--- config.mk ---
export PLATFORM = sky130hd
export DESIGN_NAME = sa_raddr_channel
export DESIGN_NICKNAME = d
export VERILOG_FILES = /design/src/rtl/sa_raddr_channel.sv
export SDC_FILE = /design/constraint.sdc
export NUM_CORES = 1
export LEC_CHECK = 0
export BUFFER_PORTS_ARGS = -buffer_cell sky130_fd_sc_hd__buf_4
export CORE_ASPECT_RATIO = 0.75
export CORE_UTILIZATION = 48
export DETAILED_ROUTE_END_ITERATION = 8
export PLACE_DENSITY = 0.82
export RECOVER_POWER = 100
export SLEW_MARGIN = 5
export SYNTH_ARGS = -nofsm -noshare
export SYNTH_HDL_FRONTEND = slang
export SYNTH_SLANG_ARGS = --single-unit
export TNS_END_PERCENT = 50
--- constraint.sdc ---
create_clock -name ACLK_i -period 5.1 [get_ports ACLK_i]
set_clock_uncertainty 0.15 [all_clocks]
set_input_delay 0.255 -clock ACLK_i [delete_from_list [all_inputs] [get_ports ACLK_i]]
set_output_delay 0.255 -clock ACLK_i [all_outputs]
set_load 0.01 [all_outputs]
--- src/rtl/sa_raddr_channel.sv ---
// sa_raddr_channel: slave-side AR arbiter with 4 KB INCR burst splitting and RDATA ordering push.
// Build option: SA_RADDR_BOUNDARY_SPLIT_EN enables 4 KB boundary splitting; without it every request is issued verbatim.
// Ports:
//   ACLK_i, ARESETn_i          clock, asynchronous active-low reset
//   dsp_AR*_i / dsp_ARREADY_o  per-master AR requests (flattened, master 0 in the low slice) and one-hot grant
//   m_AR*_o / m_ARREADY_i      slave AR channel, m_ARID_o = {master index, ARID}
//   R_AxID_o, R_crossing_flag_o, R_shift_en_o  ordering entry pushed to the RDATA filter on each slave handshake
//   R_stall_i                  RDATA filter FIFO full; blocks new grants and the second half of a split
module sa_raddr_channel #(
  parameter int MST_AMT           = 3,
  parameter int MST_ID_W          = $clog2(MST_AMT),
  parameter int ADDR_WIDTH        = 32,
  parameter int TRANS_MST_ID_W    = 5,
  parameter int TRANS_SLV_ID_W    = TRANS_MST_ID_W + MST_ID_W,
  parameter int TRANS_BURST_W     = 2,
  parameter int TRANS_DATA_LEN_W  = 8,
  parameter int TRANS_DATA_SIZE_W = 3
) (
  input  logic                                    ACLK_i,
  input  logic                                    ARESETn_i,
  input  logic [TRANS_MST_ID_W*MST_AMT-1:0]       dsp_ARID_i,
  input  logic [ADDR_WIDTH*MST_AMT-1:0]           dsp_ARADDR_i,
  input  logic [TRANS_BURST_W*MST_AMT-1:0]        dsp_ARBURST_i,
  input  logic [TRANS_DATA_LEN_W*MST_AMT-1:0]     dsp_ARLEN_i,
  input  logic [TRANS_DATA_SIZE_W*MST_AMT-1:0]    dsp_ARSIZE_i,
  input  logic [MST_AMT-1:0]                      dsp_ARVALID_i,
  output logic [MST_AMT-1:0]                      dsp_ARREADY_o,
  output logic [TRANS_SLV_ID_W-1:0]               m_ARID_o,
  output logic [ADDR_WIDTH-1:0]                   m_ARADDR_o,
  output logic [TRANS_BURST_W-1:0]                m_ARBURST_o,
  output logic [TRANS_DATA_LEN_W-1:0]             m_ARLEN_o,
  output logic [TRANS_DATA_SIZE_W-1:0]            m_ARSIZE_o,
  output logic                                    m_ARVALID_o,
  input  logic                                    m_ARREADY_i,
  output logic [TRANS_SLV_ID_W-1:0]               R_AxID_o,
  output logic                                    R_crossing_flag_o,
  output logic                                    R_shift_en_o,
  input  logic                                    R_stall_i
);
  localparam int HI_W = ADDR_WIDTH - 12;
  typedef enum logic [1:0] {IDLE, ISSUE, ISSUE2} state_t;
  state_t r_state, w_next;
  logic [TRANS_MST_ID_W-1:0]    w_id_a    [MST_AMT];
  logic [ADDR_WIDTH-1:0]        w_addr_a  [MST_AMT];
  logic [TRANS_BURST_W-1:0]     w_burst_a [MST_AMT];
  logic [TRANS_DATA_LEN_W-1:0]  w_len_a   [MST_AMT];
  logic [TRANS_DATA_SIZE_W-1:0] w_size_a  [MST_AMT];
  logic [MST_ID_W-1:0]          r_ptr, w_win, w_idx;
  logic                         w_grant, w_hs, w_cross, r_valid, r_cross;
  logic [TRANS_SLV_ID_W-1:0]    r_id;
  logic [ADDR_WIDTH-1:0]        r_addr;
  logic [TRANS_BURST_W-1:0]     r_burst;
  logic [TRANS_DATA_LEN_W-1:0]  r_len, w_len1;
  logic [TRANS_DATA_SIZE_W-1:0] r_size;
  logic [12:0]                  w_rem;
  for (genvar m = 0; m < MST_AMT; m++) begin : g_unpack
    assign w_id_a[m]    = dsp_ARID_i[m*TRANS_MST_ID_W +: TRANS_MST_ID_W];
    assign w_addr_a[m]  = dsp_ARADDR_i[m*ADDR_WIDTH +: ADDR_WIDTH];
    assign w_burst_a[m] = dsp_ARBURST_i[m*TRANS_BURST_W +: TRANS_BURST_W];
    assign w_len_a[m]   = dsp_ARLEN_i[m*TRANS_DATA_LEN_W +: TRANS_DATA_LEN_W];
    assign w_size_a[m]  = dsp_ARSIZE_i[m*TRANS_DATA_SIZE_W +: TRANS_DATA_SIZE_W];
  end
  // Scan from the farthest offset down so the requester closest to the pointer wins.
  always_comb begin
    w_win = r_ptr;
    w_idx = r_ptr;
    for (int i = MST_AMT - 1; i >= 0; i--) begin
      w_idx = MST_ID_W'((int'(r_ptr) + i) % MST_AMT);
      if (dsp_ARVALID_i[w_idx]) w_win = w_idx;
    end
  end
  assign w_grant       = r_state == IDLE && |dsp_ARVALID_i && !R_stall_i;
  assign dsp_ARREADY_o = w_grant ? MST_AMT'(1) << w_win : '0;
  assign w_hs          = r_valid & m_ARREADY_i;
`ifdef SA_RADDR_BOUNDARY_SPLIT_EN
  logic [16:0] w_bytes;
  assign w_bytes = (17'(w_len_a[w_win]) + 17'd1) << w_size_a[w_win];
  assign w_cross = w_burst_a[w_win] == 2'b01 && 17'(w_addr_a[w_win][11:0]) + w_bytes > 17'd4096;
`else
  assign w_cross = 1'b0;
`endif
  // First half covers the bytes up to the 4 KB page end; second half the remainder.
  assign w_rem             = 13'd4096 - 13'(r_addr[11:0]);
  assign w_len1            = TRANS_DATA_LEN_W'((w_rem >> r_size) - 13'd1);
  assign m_ARVALID_o       = r_valid;
  assign m_ARID_o          = r_id;
  assign m_ARBURST_o       = r_burst;
  assign m_ARSIZE_o        = r_size;
  assign m_ARADDR_o        = r_state == ISSUE2 ? {r_addr[ADDR_WIDTH-1:12] + HI_W'(1), 12'h000} : r_addr;
  assign m_ARLEN_o         = r_state == ISSUE2 ? r_len - w_len1 - TRANS_DATA_LEN_W'(1) : r_cross ? w_len1 : r_len;
  assign R_shift_en_o      = w_hs;
  assign R_AxID_o          = r_id;
  assign R_crossing_flag_o = w_hs & r_cross & (r_state == ISSUE);
  always_comb begin
    w_next = r_state;
    case (r_state)
      IDLE:    w_next = w_grant ? ISSUE : IDLE;
      ISSUE:   w_next = w_hs ? (r_cross ? ISSUE2 : IDLE) : ISSUE;
      ISSUE2:  w_next = w_hs ? IDLE : ISSUE2;
      default: w_next = IDLE;
    endcase
  end
  always_ff @(posedge ACLK_i or negedge ARESETn_i)
    if (!ARESETn_i) r_state <= IDLE;
    else r_state <= w_next;
  // Valid is set at grant; after the first half of a split it re-arms only once the RDATA FIFO has room.
  always_ff @(posedge ACLK_i or negedge ARESETn_i) begin
    if (!ARESETn_i) begin
      r_ptr   <= '0;
      r_valid <= 1'b0;
      r_cross <= 1'b0;
      r_id    <= '0;
      r_addr  <= '0;
      r_burst <= '0;
      r_len   <= '0;
      r_size  <= '0;
    end else begin
      r_valid <= w_grant | (~w_hs & (r_valid | (r_state != IDLE & ~R_stall_i)));
      if (w_grant) begin
        r_ptr   <= w_win == MST_ID_W'(MST_AMT - 1) ? '0 : w_win + MST_ID_W'(1);
        r_cross <= w_cross;
        r_id    <= {w_win, w_id_a[w_win]};
        r_addr  <= w_addr_a[w_win];
        r_burst <= w_burst_a[w_win];
        r_len   <= w_len_a[w_win];
        r_size  <= w_size_a[w_win];
      end
    end
  end
endmodule

Word-level counts from Yosys, hierarchy flattened
Index checks and enable logic that the tools add are counted.

operators by class
  $lt $le $gt $ge = 4
  shifts and indexed selects = 2
  muxes and demuxes = 32
  reductions and logical operators = 6
  equal/unequal tests = 3
  $add $sub $neg = 8
  bitwise logic cells = 8
  multipliers = 0
  div/mod/pow operators = 3

operator list
  operator                  count
  $mux W32                  3
  $bmux W32 S2              1
  $mod A32 B3 Y32 const B   2
  $mod A3 B3 Y32 const B    1
  $mux W8                   3
  $add A20 B1 Y20 const B   1
  $bmux W8 S2               1
  $sub A8 B1 Y8 const B     2
  $mux W2                   7
  $shr A13 B3 Y8            1
  $sub A13 B12 Y13 const A  1
  $bmux W5 S2               1
  $mux W5                   2
  $lt A2 B3 Y1 const B      3
  $mux W3                   3
  $sub A8 B8 Y8             1
  $bmux W1 S2               3
  $bmux W3 S2               1
  $pmux W2 S3               1
  $mux W1                   5
  $bmux W2 S2               1
  $eq A2 B2 Y1 const B      2
  $add A2 B1 Y3 const B     1
  $add A2 B2 Y3 const B     1
  other kinds (13)          18

storage, ports and cells
  logic and storage cells = 74
  register bits = 57
  bits of input ports = 157
  memory bits (read-only) = 0
  memories kept = 0
  RAM bits = 0
  latch bits = 0

Longest topological paths before layout
Gate-level depths: netlist of the first run.

  depth in word-level cells = 11
  mapped depth = 16
  depth with buffers taken out = 16

Least setup slack after synthesis of the first run
Ideal clock, no wire load.

  path kind = reg-to-output
  from = register r_addr[0]
  to = output port m_ARLEN_o[7]
  setup slack = 1.074 ns
  required time = 4.695 ns
  arrival time = 3.621 ns
  stages on the path, launching flop included = 16
  cell sequence = dfrtp_1 > inv_1 > ha_1 > or4b_1 > buf_6 > nor3_2 > nor4_1 > o21bai_1 > mux4_2 > ha_1 > and2_1 > o21ai_0 > a31oi_1 > and4bb_1 > a311oi_1 > nand3_1

on the way
  longest elaborated chain between the ends = 6

RTL lines
  what                    RTL line  source
  from (decl)             51        logic [ADDR_WIDTH-1:0] r_addr;
  from (signal assigned)  123       r_addr <= w_addr_a[w_win];
  $sub A13 B12 Y13        83        assign w_rem = 13'd4096 - 13'(r_addr[11:0]);
  $shr A13 B3 Y8          84        assign w_len1 = TRANS_DATA_LEN_W'((w_rem >> r_size) - 13'd1);
  $sub A8 B1 Y8           84
  $sub A8 B8 Y8           90        assign m_ARLEN_o = r_state == ISSUE2 ? r_len - w_len1 - TRANS_DATA_LEN_W'(1) : r_cross ? w_len1 : r_len;
  $sub A8 B1 Y8           90
  $mux W8                 90
  to (decl)               31        output logic [TRANS_DATA_LEN_W-1:0] m_ARLEN_o,

Every way passes these cells.

Worst setup path in the final report of the first run
Ends and elaborated chain as after synthesis.

==> impl_metrics.yaml, run 1 <==
floorplan:
  start_util_pct: 50.0
  core_mm2: 0.00977
  die_height_um: 89.4
  rows: 31
  dieArea_mm2: 0.0106
  die_w_um: 119
  io_pins: 222
sta:
  fin_crit_sh_pct: 93.3
  hold_viol: 0
  finalSetupViolations: 0
  drv_slew: 168
  min_period_ps: 4760
  setup_tns_ps: 0
  max_slew.worst_pin.slew_ps: 3100
  fmax_mhz: 210
  rsz0062_at_grt: "false"
  relSlewSlack_pct: -107
global_route:
  grt_pass1_wl_um: 25300
  antenna_found_initial: 0
  gr-usage-all-layers_pct: 31.2
  grt_max_degree: 58
  first_global_vias: 5070
  grt_overflow_total: 0
synth:
  syn_nets: 759
  yosysWarnings: 0
  synth.area.top_cells: "dfrtp_1 (29%), mux2i_1 (13%), o221ai_1 (9.1%), nand2_1 (6.4%), inv_1 (4.8%)"
  synth_area_mm2: 0.00489
  avgSynthCellArea_um2: 8.28
  synth-seq-cells: 57
  synth-seq-area-share_pct: 29.2
  synth_cells: 590
  synth_edf_count: 0
  synth_cell_types: 67
  yosysTopAreaCell: "dfrtp_1"
  synthArstFlopShare_pct: 100
  synthFlopType: "dfrtp_1"
  synth_top_area_share_pct: 29.2
drt:
  vias: 5134
  ant_nets: 0
  vias_per_cell: 5.60
  dr.pass1.iters: 6
  drt-total-wl_um: 16100
  wl_per_cell_um: 17.6
  drtIter0Drc: 232
  drc: 0
critical_path:
  cp.arrival_ps: 4350
  critPathCaptureType: "primary output"
  critical_path_required_ps: 4700
  timing.critical_path.from_type: "flip-flop"
  critPathMostFrequentCell: "ha_1"
  path_cells: "inv_1 -> ha_1 -> or4b_4 -> nor3_2 -> nor4_1 -> o21bai_1 -> mux4_2 -> ha_1 -> and2_1 -> o21ai_1 -> a31oi_2 -> and4bb_1 -> a311oi_1 -> nand3_1 -> buf_4"
  crit_type: "reg -> out"
  crit_path_max_incr_delay_ps: 580
  cp_slowest_cell: "or4b_4"
  crit_fanout: 9
placement:
  hpwl_um: 12000
  io_buffers: 220
  placed_area_mm2: 0.00650
  routabilityCongestion: 0.853
finish:
  postLayoutCellArea_mm2: 0.00666
  diodes: 0
  nets: 948
  syn_to_final_growth_pct: 36.3
  nFillCells: 868
  drive_gt1_share_pct: 25.8
power:
  peakVddDrop_mv: 0.324
  p_leak_nw: 3.39
  powerDensity_mw_per_mm2: 658
cts:
  cts_buffers: 9
  worstSkewPairLatency_ps: 330
  cts_buffer_depth: 2
  path_clk_slew_ps: 50
  htree_levels: 3
  clkSinkCount: 57
  ctsRootBufferMaster: "clkbuf_16"
  postCtsSetupRepairBufs: 0
  cts_tree: "yes"
status:
  violations: "capacitance limit, slew limit"
  outcome: "finished with violations"
flow_run:
  drv_cap: 4
min_path:
  hp-class: "in -> reg"
cells by family after synthesis:
group           Yosys count  synth area share, %
simple gates            191                 19.8
buf+inv                 112                 10.1
flops                    57                 29.2
mux                      67                 14.1
xor+xnor                 25                 4.48
other cells               1               0.0767
compound gates          125                 19.1
fa+ha+maj                12                 3.23
repair_timing:
item,CTS,global route
hold endpoints to repair,57,0
hold buffers,1,0
setup endpoints to repair,0,2
gates resized for setup,0,4
final timing paths:
kind | start | end | slack (ps) | cells past startpoint
max | r_addr[0]$_DFFE_PN0P_ | m_ARLEN_o[7] | 340 | 15
min | R_stall_i | m_ARVALID_o$_DFF_PN0_ | 80 | 4
max reg2reg | r_ptr[0]$_DFFE_PN0P_ | R_AxID_o[0]$_DFFE_PN0P_ | 1050 | 7
min reg2reg | m_ARBURST_o[0]$_DFFE_PN0P_ | m_ARBURST_o[0]$_DFFE_PN0P_ | 340 | 2
max in group asynchronous | ARESETn_i | m_ARSIZE_o[0]$_DFFE_PN0P_ | 1440 | 2
min in group asynchronous | ARESETn_i | R_AxID_o[6]$_DFFE_PN0P_ | 1370 | 2
where the power goes:
part	switching, W	leakage (nW)	internal, W
clock	0.000206	0.166	0.000489
combinational	0.00147	2.51	0.00120
sequential	0.000353	0.710	0.000667
total	0.00203	3.39	0.00236
Yosys cell counts (5+ instances only):
library cell / count
clkbuf_1: 23
o211ai_1: 5
buf_2: 11
ha_1: 11
nand2_1: 83
dfrtp_1: 57
nor2b_1: 10
o21ai_1: 5
o221ai_1: 51
xnor2_1: 18
o21ai_0: 15
a21oi_1: 14
inv_1: 63
nor3_1: 5
buf_4: 10
and3_1: 5
nand2b_1: 10
xor2_1: 7
and2_1: 11
nor2_1: 27
mux2i_1: 63
nand3_1: 11
registers in the layout (all words and copies together), names as in the netlist:
register / count
m_ARSIZE_o: 3
m_ARBURST_o: 2
r_state: 2
r_len: 8
r_addr: 32
r_ptr: 2
m_ARVALID_o: 1
R_AxID_o: 7
worst max-delay path: cells and delay by family, from the launching register on:
family | cells | cell delay (ps)
AO/OA/AOI/OAI | 4 | 820
AND/OR/NAND/NOR | 6 | 1380
multiplexers | 1 | 490
buffers and inverters | 2 | 260
flip-flops | 1 | 450
adder cells (fa/ha/maj) | 2 | 640
metal layers:
layer	up-vias	routed length [um]	share of wire, %	track usage [%]
met1	2388	6610	41	35.8
met5	-	0	0	0
li1	2463	-	-	-
met2	241	7960	49	56.7
met4	0	474	2.9	13.8
met3	42	1060	6.6	7.33
cell type report:
type	count	area (um2)	area share, %
clock buffers	11	243	3.64
well taps	132	165	2.48
clock inverters	5	103	1.54
multi-input cells	421	2990	44.9
inverters	64	240	3.61
repair buffers	226	1490	22.4
flip-flops and latches	57	1430	21.4
placed cells by master (no fill, tap or decap), drive strengths merged, types with 12 or more instances in the layout:
| master | Yosys | routed |
|---|---|---|
| buf | 25 | 170 |
| nand2 | 83 | 83 |
| clkbuf | 23 | 66 |
| inv | 64 | 63 |
| mux2i | 63 | 63 |
| dfrtp | 57 | 57 |
| o221ai | 51 | 51 |
| nor2 | 27 | 27 |
| o21ai | 20 | 20 |
| xnor2 | 18 | 18 |
| a21oi | 14 | 14 |
| and2 | 12 | 12 |
through the flow:
stage               util [%]  cells  power (W)  hold slack (ps)  setup WS (ps)
finish                  68.2    916    0.00438             80.7            341
floorplan                  -    590    0.00290             -191           1070
CTS                     70.2    916    0.00452             77.3            180
global placement        66.5    899    0.00372              208            686
detailed placement      66.5    899    0.00379              215            568
global route            68.2    916    0.00473             81.1           18.9
Note: power is estimated with default switching activity, not from simulation.
==> run 2, diff against run 1 <==
- MAX_ROUTING_LAYER: default -> met4
==> impl_metrics.yaml, run 2 (synthesis results as in run 1) <==
status:
  outcome: "finished with violations"
  violations: "capacitance limit, slew limit"
finish:
  final_cell_mix: "buf_4 (170), nand2_1 (83), inv_1 (63), mux2i_1 (63)"
  regMostFlops: "r_addr"
  nFillCells: 862
  nets: 949
  syn_to_final_growth_pct: 34.8
  layout_commonest_cell: "buf_4"
  diodes: 0
  drive_gt1_share_pct: 25.3
  regArea_mm2: 0.00143
  multi_input_area_mm2: 0.00299
  largest_reg_flops: 32
  final_util_pct: 67.4
placement:
  routabilityCongestion: 0.895
  hpwl_um: 12100
  io_buffers: 220
floorplan:
  core_mm2: 0.00977
  dieArea_mm2: 0.0106
  die_w_um: 119
  start_util_pct: 50.0
  io_pins: 222
  rows: 31
  die_height_um: 89.4
sta:
  fmax_mhz: 206
  finalSetupViolations: 0
  drv_slew: 146
  rsz0062_at_grt: "false"
  min_period_ps: 4860
  max_slew.worst_pin.slew_ps: 3100
  fin_crit_sh_pct: 95.3
  setup_tns_ps: 0
  fin_hold_ws_ps: 83.1
  hold_viol: 0
  relSlewSlack_pct: -107
power:
  p_leak_nw: 3.36
  peakVddDrop_mv: 0.286
  p_total_w: 0.00424
  powerDensity_mw_per_mm2: 643
cts:
  clkSinkCount: 57
  cts_tree: "yes"
  path_clk_slew_ps: 50
  htree_levels: 3
  cts_buffer_depth: 2
  cts_buffers: 9
  ctsRootBufferMaster: "clkbuf_16"
  worstSkewPairLatency_ps: 330
  postCtsSetupRepairBufs: 0
critical_path:
  rrSetupSlack_ps: 1120
  rr_worst_depth: 8
  crit_type: "reg -> out"
  crit_fanout: 9
  timing.critical_path.from_type: "flip-flop"
  critical_path_required_ps: 4700
  r2r-start: "r_ptr[0]$_DFFE_PN0P_"
  r2r-end: "r_addr[27]$_DFFE_PN0P_"
  critPathCaptureType: "primary output"
  cp.arrival_ps: 4460
min_path:
  hold_depth: 3
  min_to: "R_AxID_o[4]$_DFFE_PN0P_"
  hp-class: "in -> reg"
  min-delay-start: "dsp_ARID_i[14]"
global_route:
  first_global_vias: 5165
  antenna_found_initial: 0
  grt_overflow_total: 0
  grt_max_degree: 58
  grt_pass1_wl_um: 25400
  gr-usage-all-layers_pct: 32.0
drt:
  wl_per_cell_um: 17.7
  drt-total-wl_um: 16200
  ant_nets: 0
  drtIter0Drc: 208
  vias: 5195
  dr.pass1.iters: 5
  drc: 0
  vias_per_cell: 5.68
flow_run:
  drv_cap: 3
[run 2: changes by cell type in the layout (fill, tap and decap cells not counted)]
cell | previous run | this run
o21ai_1 | 5 | 4
clkinvlp_4 | 1 | 0
clkbuf_8 | 1 | 3
o21ai_0 | 15 | 16
bufinv_16 | 3 | 0
dfrtp_1 | 56 | 57
clkinv_2 | 1 | 0
dfrtp_2 | 1 | 0
clkbuf_1 | 56 | 57
[run 2: how the worst max path moves through the flow]
| stage | from | slack, ps | endpoint | depth (start not counted) |
|---|---|---|---|---|
| after global placement | r_addr[0]$_DFFE_PN0P_ | 680 | m_ARLEN_o[7] | 15 |
| after detailed placement | r_addr[0]$_DFFE_PN0P_ | 540 | m_ARLEN_o[7] | 15 |
| after global routing | r_addr[0]$_DFFE_PN0P_ | 2 | m_ARLEN_o[7] | 15 |
| after CTS | r_addr[0]$_DFFE_PN0P_ | 170 | m_ARLEN_o[7] | 15 |
| final | r_addr[0]$_DFFE_PN0P_ | 240 | m_ARLEN_o[7] | 15 |
| after floorplan | r_addr[0]$_DFFE_PN0P_ | 1070 | m_ARLEN_o[7] | 15 |
[run 2: report_power, final]
part	leakage (nW)	total, W	switching [W]	internal, W
Combinational	2.51	0.00266	0.00146	0.00120
Sequential	0.711	0.00103	0.000360	0.000666
Clock	0.134	0.000554	0.000194	0.000359
[run 2: final cells by class]
class,count,share of cell area (%)
tap,132,2.51
sequential,57,21.6
inverter,64,3.65
clock buffer,13,4.10
multi-input combinational,421,45.4
timing repair buffer,227,22.7
[run 2: metrics by stage]
stage / instances / area (um2) / setup WS, ps
floorplan: 590 / 4890 / 1070
global placement: 900 / 6510 / 683
detailed placement: 900 / 6510 / 539
CTS: 914 / 6790 / 173
global route: 914 / 6590 / 1.54
finish: 914 / 6590 / 239
[run 2: timing repair]
action	CTS	global route
resized for setup	0	2
endpoints found under the setup margin	0	2
hold buffers	1	0
endpoints found under the hold margin	57	0
[run 2: metal layers]
metal | wire [um] | global-route usage, % | vias up
li1 | - | - | 2465
met1 | 6640 | 36.3 | 2462
met2 | 8040 | 56.7 | 234
met3 | 1110 | 6.51 | 34
met4 | 374 | 12.3 | 0
met5 | 0 | - | -
[run 2: critical path: stages, from the launching register on]
cell and delay [ps]:
dfrtp_1 440, inv_1 100, ha_1 280, or4b_4 570
nor3_2 190, nor4_1 110, o21bai_1 190, mux4_2 490
ha_1 340, and2_1 150, o21ai_0 270, a31oi_2 200
and4bb_1 250, a311oi_1 280, nand3_1 120, buf_4 160
